## src/rtl/encoder_8_to_3_stream.sv

```systemverilog
// Sequential 8-to-3 encoder. Takes an 8-bit request vector over a valid/ready
// handshake and streams out the binary index of every set bit, one code per
// transfer, in priority order. Every output is decoded from registered state.
module encoder_8_to_3_stream #(
    parameter bit LOW_FIRST = 1'b0
) (
    input  logic       clk,
    input  logic       rst,
    input  logic [7:0] A,
    input  logic       a_valid,
    output logic       a_ready,
    output logic [2:0] Y,
    output logic       y_valid,
    input  logic       y_ready,
    output logic       y_last,
    output logic       zero_req,
    output logic [3:0] pend_cnt
);

    typedef enum logic {
        IDLE = 1'b0,
        BUSY = 1'b1
    } state_t;

    state_t     state;
    state_t     state_next;
    logic [7:0] pend;
    logic [7:0] pend_next;
    logic       zero_q;
    logic       zero_next;
    logic [2:0] sel;
    logic [3:0] count;

    // State register, pending bits and the zero-vector pulse flop
    always_ff @(posedge clk) begin
        if (rst) begin
            state  <= IDLE;
            pend   <= '0;
            zero_q <= 1'b0;
        end else begin
            state  <= state_next;
            pend   <= pend_next;
            zero_q <= zero_next;
        end
    end

    // Priority pick of the pending bit to present next; the later loop hit wins
    always_comb begin
        sel = '0;
        if (LOW_FIRST) begin
            for (int i = 7; i >= 0; i--) begin
                if (pend[i]) sel = 3'(i);
            end
        end else begin
            for (int i = 0; i < 8; i++) begin
                if (pend[i]) sel = 3'(i);
            end
        end
    end

    // Population count of the pending bits
    always_comb begin
        count = '0;
        for (int i = 0; i < 8; i++) begin
            count = count + {3'b000, pend[i]};
        end
    end

    // Next-state logic: leave IDLE on a non-zero accept, return after the last transfer
    always_comb begin
        state_next = state;
        case (state)
            IDLE: if (a_valid && (A != 8'h00)) state_next = BUSY;
            BUSY: if (y_ready && (count == 4'd1)) state_next = IDLE;
            default: state_next = IDLE;
        endcase
    end

    // Pending-bit update: load on accept, clear the presented bit on transfer
    always_comb begin
        pend_next = pend;
        zero_next = 1'b0;
        if (state == IDLE) begin
            if (a_valid) begin
                if (A != 8'h00) pend_next = A;
                else            zero_next = 1'b1;
            end
        end else if (y_ready) begin
            pend_next[sel] = 1'b0;
        end
    end

    // Output decode, purely from registered state
    always_comb begin
        a_ready  = (state == IDLE);
        y_valid  = (state == BUSY);
        Y        = (state == BUSY) ? sel : 3'd0;
        y_last   = (state == BUSY) && (count == 4'd1);
        zero_req = zero_q;
        pend_cnt = count;
    end

endmodule

```

## config.mk

```make
export PLATFORM = sky130hd
export DESIGN_NAME = encoder_8_to_3_stream
export DESIGN_NICKNAME = d
export VERILOG_FILES = /design/src/rtl/encoder_8_to_3_stream.sv
export SDC_FILE = /design/constraint.sdc
export NUM_CORES = 1
export LEC_CHECK = 0
export ABC_CLOCK_PERIOD_IN_PS = 4200
export CAP_MARGIN = 20
export CORE_MARGIN = 4
export CORE_UTILIZATION = 44
export DETAILED_ROUTE_END_ITERATION = 10
export PLACE_DENSITY_LB_ADDON = 0.1
export SLEW_MARGIN = 20
export SYNTH_ARGS = -nofsm -noshare
export SYNTH_HDL_FRONTEND = slang
export SYNTH_SLANG_ARGS = --single-unit
```

## constraint.sdc

```tcl
create_clock -name clk -period 4.2 [get_ports clk]
set_input_delay 0.84 -clock clk [delete_from_list [all_inputs] [get_ports clk]]
set_output_delay 0.84 -clock clk [all_outputs]
set_load 0.005 [all_outputs]
```

Word-level counts from Yosys, hierarchy flattened
Cells that the tools add are included.
W data, S select, Z words.

storage, ports and cells
  input bits = 12
  register bits = 10

cells by class
  equality and inequality tests = 2
  bitwise gates (word level) = 4
  reduce and logical (&&, ||, !) cells = 9
  $add $sub $neg = 7
  $lt $le $gt $ge = 2
  muxes and demuxes = 18

operators with widths
  operator              count
  $mux W8               4
  $mux W3               7
  $add A4 B1 Y4         4
  $and A8 B8 Y8         1
  $not A8 Y8            1
  $reduce_bool A8 Y1    1
  $mux W1               5
  $add A3 B1 Y4         1
  $eq A4 B1 Y1 const B  1
  $logic_and A1 B1 Y1   4
  $lt A3 B4 Y1 const B  1
  $reduce_bool A2 Y1    2
  $add A2 B1 Y3         1
  $demux W1 S3          1
  $ge A3 B1 Y1 const B  1
  $reduce_and A3 Y1     1
  $reduce_or A3 Y1      1
  $add A1 B1 Y2         1
  $ne A2 B2 Y1 const B  1
  $not A1 Y1            2
  $pmux W1 S2           1

Logic depth before layout (Yosys ltp)
Gate-level depths: netlist (run 1).

  depth after elaboration = 15
  depth in mapped cells = 11
  mapped depth without buffers = 11

Least setup slack after synthesis (run 1)
No wires, ideal clock.

  path type = flip-flop to output port
  start = register pend[0]
  end = output port y_last
  setup slack = 499 ps
  cell stages (with the launch flop) = 11
  arrival time = 2,861 ps
  data required time = 3,360 ps
  path through = dfxtp_1 -> fa_1 -> inv_1 -> fa_1 -> fa_1 -> inv_1 -> ha_1 -> inv_1 -> fa_1 -> xnor2_1 -> nor4_1

on the way
  cells in the longest elaborated chain, start to end = 9

RTL lines
  element                     line  source
  start: declaration          27    logic [7:0] pend;
  start signal: assignment    42    pend <= pend_next;
  $add A1 B1 Y2               65    count = count + {3'b000, pend[i]};
  $add A2 B1 Y3               65
  $add A3 B1 Y4               65
  $add A4 B1 Y4 (4 in a row)  65
  via pend_cnt[2]             17    output logic [3:0] pend_cnt
  $eq A4 B1 Y1                98    y_last = (state == BUSY) && (count == 4'd1);
  $logic_and A1 B1 Y1         98
  end: declaration            15    output logic y_last,

The timed path passes the listed nets, and every way through them passes these cells.

Final worst setup path (run 1)
  start = register pend[0]
  end = output port y_last

on the way
  cells in the longest elaborated chain, start to end = 9

RTL lines
  element                     line
  $add A1 B1 Y2               65
  $add A2 B1 Y3               65
  $add A3 B1 Y4               65
  $add A4 B1 Y4 (4 in a row)  65
  $eq A4 B1 Y1                98
  $logic_and A1 B1 Y1         98

No other way between the ends.

==> flow_metrics.py, run 1 <==
metrics = {
    "status": {
        "status": "complete, but fails checks",
        "violations": "setup timing",
    },
    "global_routing": {
        "grt_pass1_vias": 661,
        "track_usage_pct": 18.2,
        "grt_pass1_wl_um": 2790,
        "grt_max_degree": 14,
        "overflow": 0,
        "grt_antenna_before_repair": 0,
    },
    "timing": {
        "relSlewSlack_pct": 39.5,
        "rsz0062_at_grt": "true",
        "period_needed_ns": 4.26,
        "period_share_pct": 101,
        "finClkSkew_ns": 0.00754,
        "hold_viol_final": 0,
        "setup_viol": 1,
        "maxSlewViolCount": 0,
        "setup_slack_ns": -0.0560,
        "tightest_slew_ns": 0.906,
        "fmax_mhz": 235,
    },
    "logic_synthesis": {
        "synth.most_common_cell": "inv_1",
        "yosysSeqAreaShare_pct": 28.3,
        "syn_inst": 84,
        "ys_ff_latch": 10,
        "synth_async_sr_flop_share_pct": 0,
        "yosysTopAreaCell": "dfxtp_1",
        "synth_top_area_share_pct": 28.3,
        "syn-cell-area_um2": 707,
        "synth.area.top_cells": "dfxtp_1 (28%), fa_1 (11%), inv_1 (6.9%)",
        "synth_edf_count": 0,
        "yosysWarnings": 0,
        "synth.net_count": 103,
        "yosysUniqueCellTypes": 30,
        "synthFlopType": "dfxtp_1",
        "syn_avg_cell_area_um2": 8.42,
        "synth_common_cells": "inv_1 (13), dfxtp_1 (10), a21oi_1 (7)",
    },
    "floorplan": {
        "die-width_um": 48.1,
        "rows": 14,
        "core_um2": 1510,
        "dieArea_um2": 2310,
        "ios": 23,
        "die_height_um": 48.1,
        "floorplan.initialDensity_pct": 46.9,
    },
    "cells_and_area": {
        "drive_gt1_share_pct": 17.0,
        "diodes": 0,
        "final_cell_count_no_fill": 128,
        "nNetsFinal": 132,
        "fin_area_um2": 1030,
        "fillerInstances": 129,
        "syn2layout_area_growth_pct": 45.8,
    },
    "routing": {
        "drt-total-wl_um": 1820,
        "ant_nets": 0,
        "drcViolationCount": 0,
        "drt_iter0_drc": 30,
        "avgRoutedWirePerCell_um": 14.2,
        "firstDrtPassIters": 4,
        "vias": 710,
        "viasPerCell": 5.55,
    },
    "job": {
        "drv_cap": 0,
    },
    "place": {
        "hpwl_um": 1330,
        "numPortBuffers": 22,
        "place_area_um2": 955,
        "placedCellCount": 122,
        "pre_cts_slack_ns": -0.0474,
        "place_congestion": 0.765,
    },
    "setup_path": {
        "end_kind": "primary output",
        "cp_max_fo": 2,
        "crit_buf_inv": 5,
        "critPathRequiredTime_ns": 3.36,
        "path_class": "register to primary output",
        "arrival_ns": 3.42,
        "max_stage_delay_ns": 0.53,
        "cpMaxStageDelayCell": "fa_1",
        "path_delay_family": "adder cells",
        "crit_chain": "fa_1, inv_1, fa_1, fa_1, inv_1, ha_2, inv_1, fa_2, xnor2_2, buf_4, nor4_4, buf_2",
        "cp-start-kind": "register",
    },
    "pwr": {
        "p_total_w": 0.000366,
        "p_leak_nw": 0.413,
        "power_density_nw_per_um2": 355,
        "ir_worst_vdd_mv": 0.229,
    },
    "hold_path": {
        "hold_path_class": "register to register",
    },
    "clock_network": {
        "cts_tree": "done",
        "clock_latency_ns": 0.27,
        "cts_htree_levels": 1,
        "cts_buffer_depth": 2,
        "cts_sinks": 10,
        "clockRootBuffer": "clkbuf_4",
        "clkTransAtPathRegs_ns": 0.07,
        "numCtsBuffers": 3,
    },
}
metal layers:
metal  vias to the layer above  GRT usage (%)  wire (µm)
li1                        362              -          -
met1                       322           22.3        781
met2                        24           28.8        902
met3                         2           4.89        119
met4                         0           9.68         19
met5                         -              0          0
power breakdown:
| part | total [W] | leakage (nW) | internal [W] | switching (W) |
|---|---|---|---|---|
| combinational | 0.000161 | 0.310 | 0.0000813 | 0.0000795 |
| clock | 0.0000887 | 0.0210 | 0.0000527 | 0.0000360 |
| sequential | 0.000116 | 0.0824 | 0.000104 | 0.0000126 |
stage by stage:
step | util [%] | setup TNS, ns | hold slack (ns)
after floorplan | - | 0 | 0.485
after global placement | 63.4 | 0 | 0.533
after detailed placement | 63.4 | -0.0474 | 0.536
after CTS | 67.1 | -0.00947 | 0.538
after global routing | 68.4 | -0.185 | 0.571
final | 68.4 | -0.0560 | 0.546
final cells by class:
class                           count  area [µm²]  area share [%]
Multi-Input combinational cell     59         480            46.6
Timing Repair Buffer               26         244            23.7
Sequential cell                    10         201            19.5
Inverter                           13        48.8            4.73
Clock buffer                        4        36.3            3.52
Tap cell                           16        20.0            1.94
state kept, by name, indices dropped and copies added, names as in the netlist:
signal,count
zero_req,1
pend,8
y_valid,1
final timing paths:
| kind | from | endpoint | slack, ns | cells after the start |
|---|---|---|---|---|
| setup / recovery | pend[0]$_SDFFE_PP0P_ | y_last | -0.06 | 12 |
| hold / removal | pend[1]$_SDFFE_PP0P_ | pend[1]$_SDFFE_PP0P_ | 0.55 | 2 |
| setup reg to reg | pend[0]$_SDFFE_PP0P_ | y_valid$_SDFF_PP0_ | 0.92 | 13 |
| hold reg to reg | pend[1]$_SDFFE_PP0P_ | pend[1]$_SDFFE_PP0P_ | 0.55 | 2 |
worst register-to-register path, stage by stage, from the launching register on:
cell     delay (ns)
dfxtp_2        0.33
fa_1           0.53
inv_1          0.05
fa_1           0.49
fa_1           0.41
inv_1          0.07
ha_2           0.17
inv_1          0.05
fa_2           0.35
xnor2_2        0.15
buf_4          0.14
buf_4          0.12
nor3_1         0.21
a31oi_1        0.11
what timing repair did:
item	in CTS	in global routing
gates resized for setup	11	3
setup buffers	1	1
hold buffers	0	0
pin swaps	1	0
endpoints found under the setup margin	3	2
cell families after synthesis:
family	synth area share, %
buffers and inverters	7.97
AO/OA/AOI/OAI	23.9
AND/OR/NAND/NOR	21.9
XOR/XNOR	1.24
flip-flops	28.3
adder cells (fa/ha/maj)	16.6
cells in the final DEF, fill, tap and decap left out, drive strengths merged:
cell / instances
a31oi: 3
ha: 3
o21ai: 3
or3: 2
xnor2: 1
a21oi: 7
a211oi: 1
a32oi: 2
nor3: 3
nor2: 4
or4: 2
buf: 5
a222oi: 1
o31ai: 1
nor2b: 2
clkdlybuf4s15: 1
a21o: 1
nand2b: 2
dlygate4sd2: 1
nand2: 6
o311ai: 1
clkdlybuf4s50: 19
a41oi: 1
clkbuf: 4
inv: 13
nor4: 2
a311oi: 2
and2: 1
or3b: 1
fa: 4
dfxtp: 10
nand3: 3
Note: power is estimated with default switching activity, not from simulation.
==> run 2, diff against run 1 <==
--- a/config.mk
+++ b/config.mk
@@ -7,8 +7,10 @@
 export LEC_CHECK = 0
 export ABC_CLOCK_PERIOD_IN_PS = 4200
 export CAP_MARGIN = 20
+export CELL_PAD_IN_SITES_DETAIL_PLACEMENT = 1
+export CELL_PAD_IN_SITES_GLOBAL_PLACEMENT = 2
 export CORE_MARGIN = 4
-export CORE_UTILIZATION = 44
+export CORE_UTILIZATION = 25
 export DETAILED_ROUTE_END_ITERATION = 10
 export PLACE_DENSITY_LB_ADDON = 0.1
 export SLEW_MARGIN = 20
==> flow_metrics.py, run 2 (synthesis results as in run 1) <==
metrics = {
    "pwr": {
        "power_density_nw_per_um2": 337,
        "clockPowerShare_pct": 19.1,
        "seqPwrFrac_pct": 34.0,
        "p_sw_w": 0.000124,
        "combinationalPowerShare_pct": 46.9,
        "p_leak_nw": 0.405,
        "power.share.switching_pct": 35.9,
        "p_int_w": 0.000221,
        "ir_worst_vdd_mv": 0.255,
        "p_total_w": 0.000345,
    },
    "timing": {
        "period_share_pct": 99.2,
        "hold_viol_final": 0,
        "tightest_slew_ns": 0.463,
        "setup_slack_ns": 0.0327,
        "finClkSkew_ns": 0.00502,
        "maxSlewViolCount": 0,
        "setup_viol": 0,
        "rsz0062_at_grt": "true",
        "period_needed_ns": 4.17,
        "fmax_mhz": 240,
        "relSlewSlack_pct": 68.8,
    },
    "clock_network": {
        "cts_htree_levels": 1,
        "cts_buffer_depth": 2,
        "cts_setup_buffers": 0,
        "numCtsBuffers": 3,
        "cts_tree": "done",
        "cts_sinks": 10,
        "clockRootBuffer": "clkbuf_4",
        "clock_latency_ns": 0.26,
        "clkTransAtPathRegs_ns": 0.07,
    },
    "cells_and_area": {
        "nNetsFinal": 132,
        "drive_gt1_share_pct": 18.0,
        "fin_area_um2": 1020,
        "diodes": 0,
        "layout_commonest_cell": "clkdlybuf4s50_1",
        "layout_common_cells": "clkdlybuf4s50_1 (19), inv_1 (12), dfxtp_1 (9)",
        "largest_reg_flops": 8,
        "top_register": "pend",
        "final_cell_count_no_fill": 142,
        "syn2layout_area_growth_pct": 44.6,
    },
    "floorplan": {
        "core_um2": 2730,
        "ios": 23,
        "floorplan.initialDensity_pct": 25.9,
        "die-width_um": 61.2,
        "rows": 19,
        "die_height_um": 61.2,
        "dieArea_um2": 3740,
    },
    "global_routing": {
        "overflow": 0,
        "grtUsageMet2_pct": 20.2,
        "track_usage_pct": 12.9,
        "grt_antenna_before_repair": 0,
        "grtUsageMet1_pct": 17.0,
        "grt_pass1_vias": 743,
        "grt_use_met3_pct": 5.03,
        "grt_max_degree": 14,
        "grt_busiest_layer": "met2",
        "grt_pass1_wl_um": 3440,
    },
    "hold_path": {
        "hold_path_class": "register to register",
        "hp-start": "pend[0]$_SDFFE_PP0P_",
    },
    "place": {
        "place_congestion": 0.722,
        "hpwl_um": 1720,
        "placedCellCount": 139,
        "numPortBuffers": 22,
        "pre_cts_slack_ns": -0.0553,
        "place_area_um2": 988,
    },
    "status": {
        "status": "completed",
    },
    "setup_path": {
        "cpMaxStageDelayCell": "fa_1",
        "critPathRequiredTime_ns": 3.36,
        "arrival_ns": 3.33,
        "cp-start-kind": "register",
        "max_stage_delay_ns": 0.53,
        "path_class": "register to primary output",
        "cp_max_fo": 2,
        "crit_top_cell": "fa_1",
        "end_kind": "primary output",
        "crit_start": "pend[0]$_SDFFE_PP0P_",
        "crit_chain": "fa_1, inv_1, fa_1, fa_1, inv_1, ha_2, inv_2, fa_2, nand2_2, nor4_2, buf_2",
        "timing.rr.start": "pend[0]$_SDFFE_PP0P_",
    },
    "routing": {
        "avgRoutedWirePerCell_um": 15.2,
        "drt_iter0_drc": 36,
        "viasPerCell": 5.13,
        "ant_nets": 0,
        "drt-total-wl_um": 2160,
        "drcViolationCount": 0,
        "vias": 728,
        "firstDrtPassIters": 4,
    },
    "job": {
        "drv_cap": 0,
    },
}
run 2: final cells by class:
type	count	area [µm²]
clock buffer	3	22.5
multi-input combinational	59	472
inverter	13	48.8
sequential	10	201
timing repair buffer	26	239
fill	336	1710
tap	31	38.8
run 2: path summary, 6_finish.rpt:
path / endpoint / cells after the start / slack [ns]
max: y_last / 11 / 0.03
min: pend[0]$_SDFFE_PP0P_ / 2 / 0.54
max reg2reg: y_valid$_SDFF_PP0_ / 12 / 1.04
min reg2reg: pend[0]$_SDFFE_PP0P_ / 2 / 0.54
run 2: metal layers:
metal	wire, µm	vias up	part of all wire [%]
li1	-	358	-
met5	0	-	0
met4	12	0	0.56
met2	1020	18	47
met3	126	2	5.8
met1	1000	350	46
run 2: timing repair:
item	4_1_cts	5_1_grt
endpoints found under the setup margin	3	2
resized for setup	8	7
pin swaps	0	2
hold buffers	0	0
run 2: power by group through the flow:
stage | clock (W) | sequential [W] | combinational [W]
3_5_place_dp | 0 | 0.000119 | 0.000158
4_1_cts | 0.0000687 | 0.000117 | 0.000158
2_1_floorplan | 0 | 0.000115 | 0.0000833
3_3_place_gp | 0 | 0.000119 | 0.000158
6_report | 0.0000659 | 0.000117 | 0.000161
5_1_grt | 0.0000749 | 0.000119 | 0.000182
run 2: through the flow:
stage / TNS (ns) / util, % / hold WS [ns]
final: 0 / 37.4 / 0.544
after global routing: -0.135 / 37.4 / 0.594
after CTS: -0.0154 / 37.3 / 0.546
after detailed placement: -0.0553 / 36.2 / 0.538
after global placement: 0 / 36.2 / 0.537
after floorplan: 0 / - / 0.485
run 2: worst max-delay path: cells and delay by family, from the launching register on:
| kind | cells | cell delay [ns] |
|---|---|---|
| buffers and inverters | 4 | 0.31 |
| and+or+nand+nor | 2 | 0.28 |
| DFF | 1 | 0.33 |
| adders and majority gates | 5 | 2.15 |
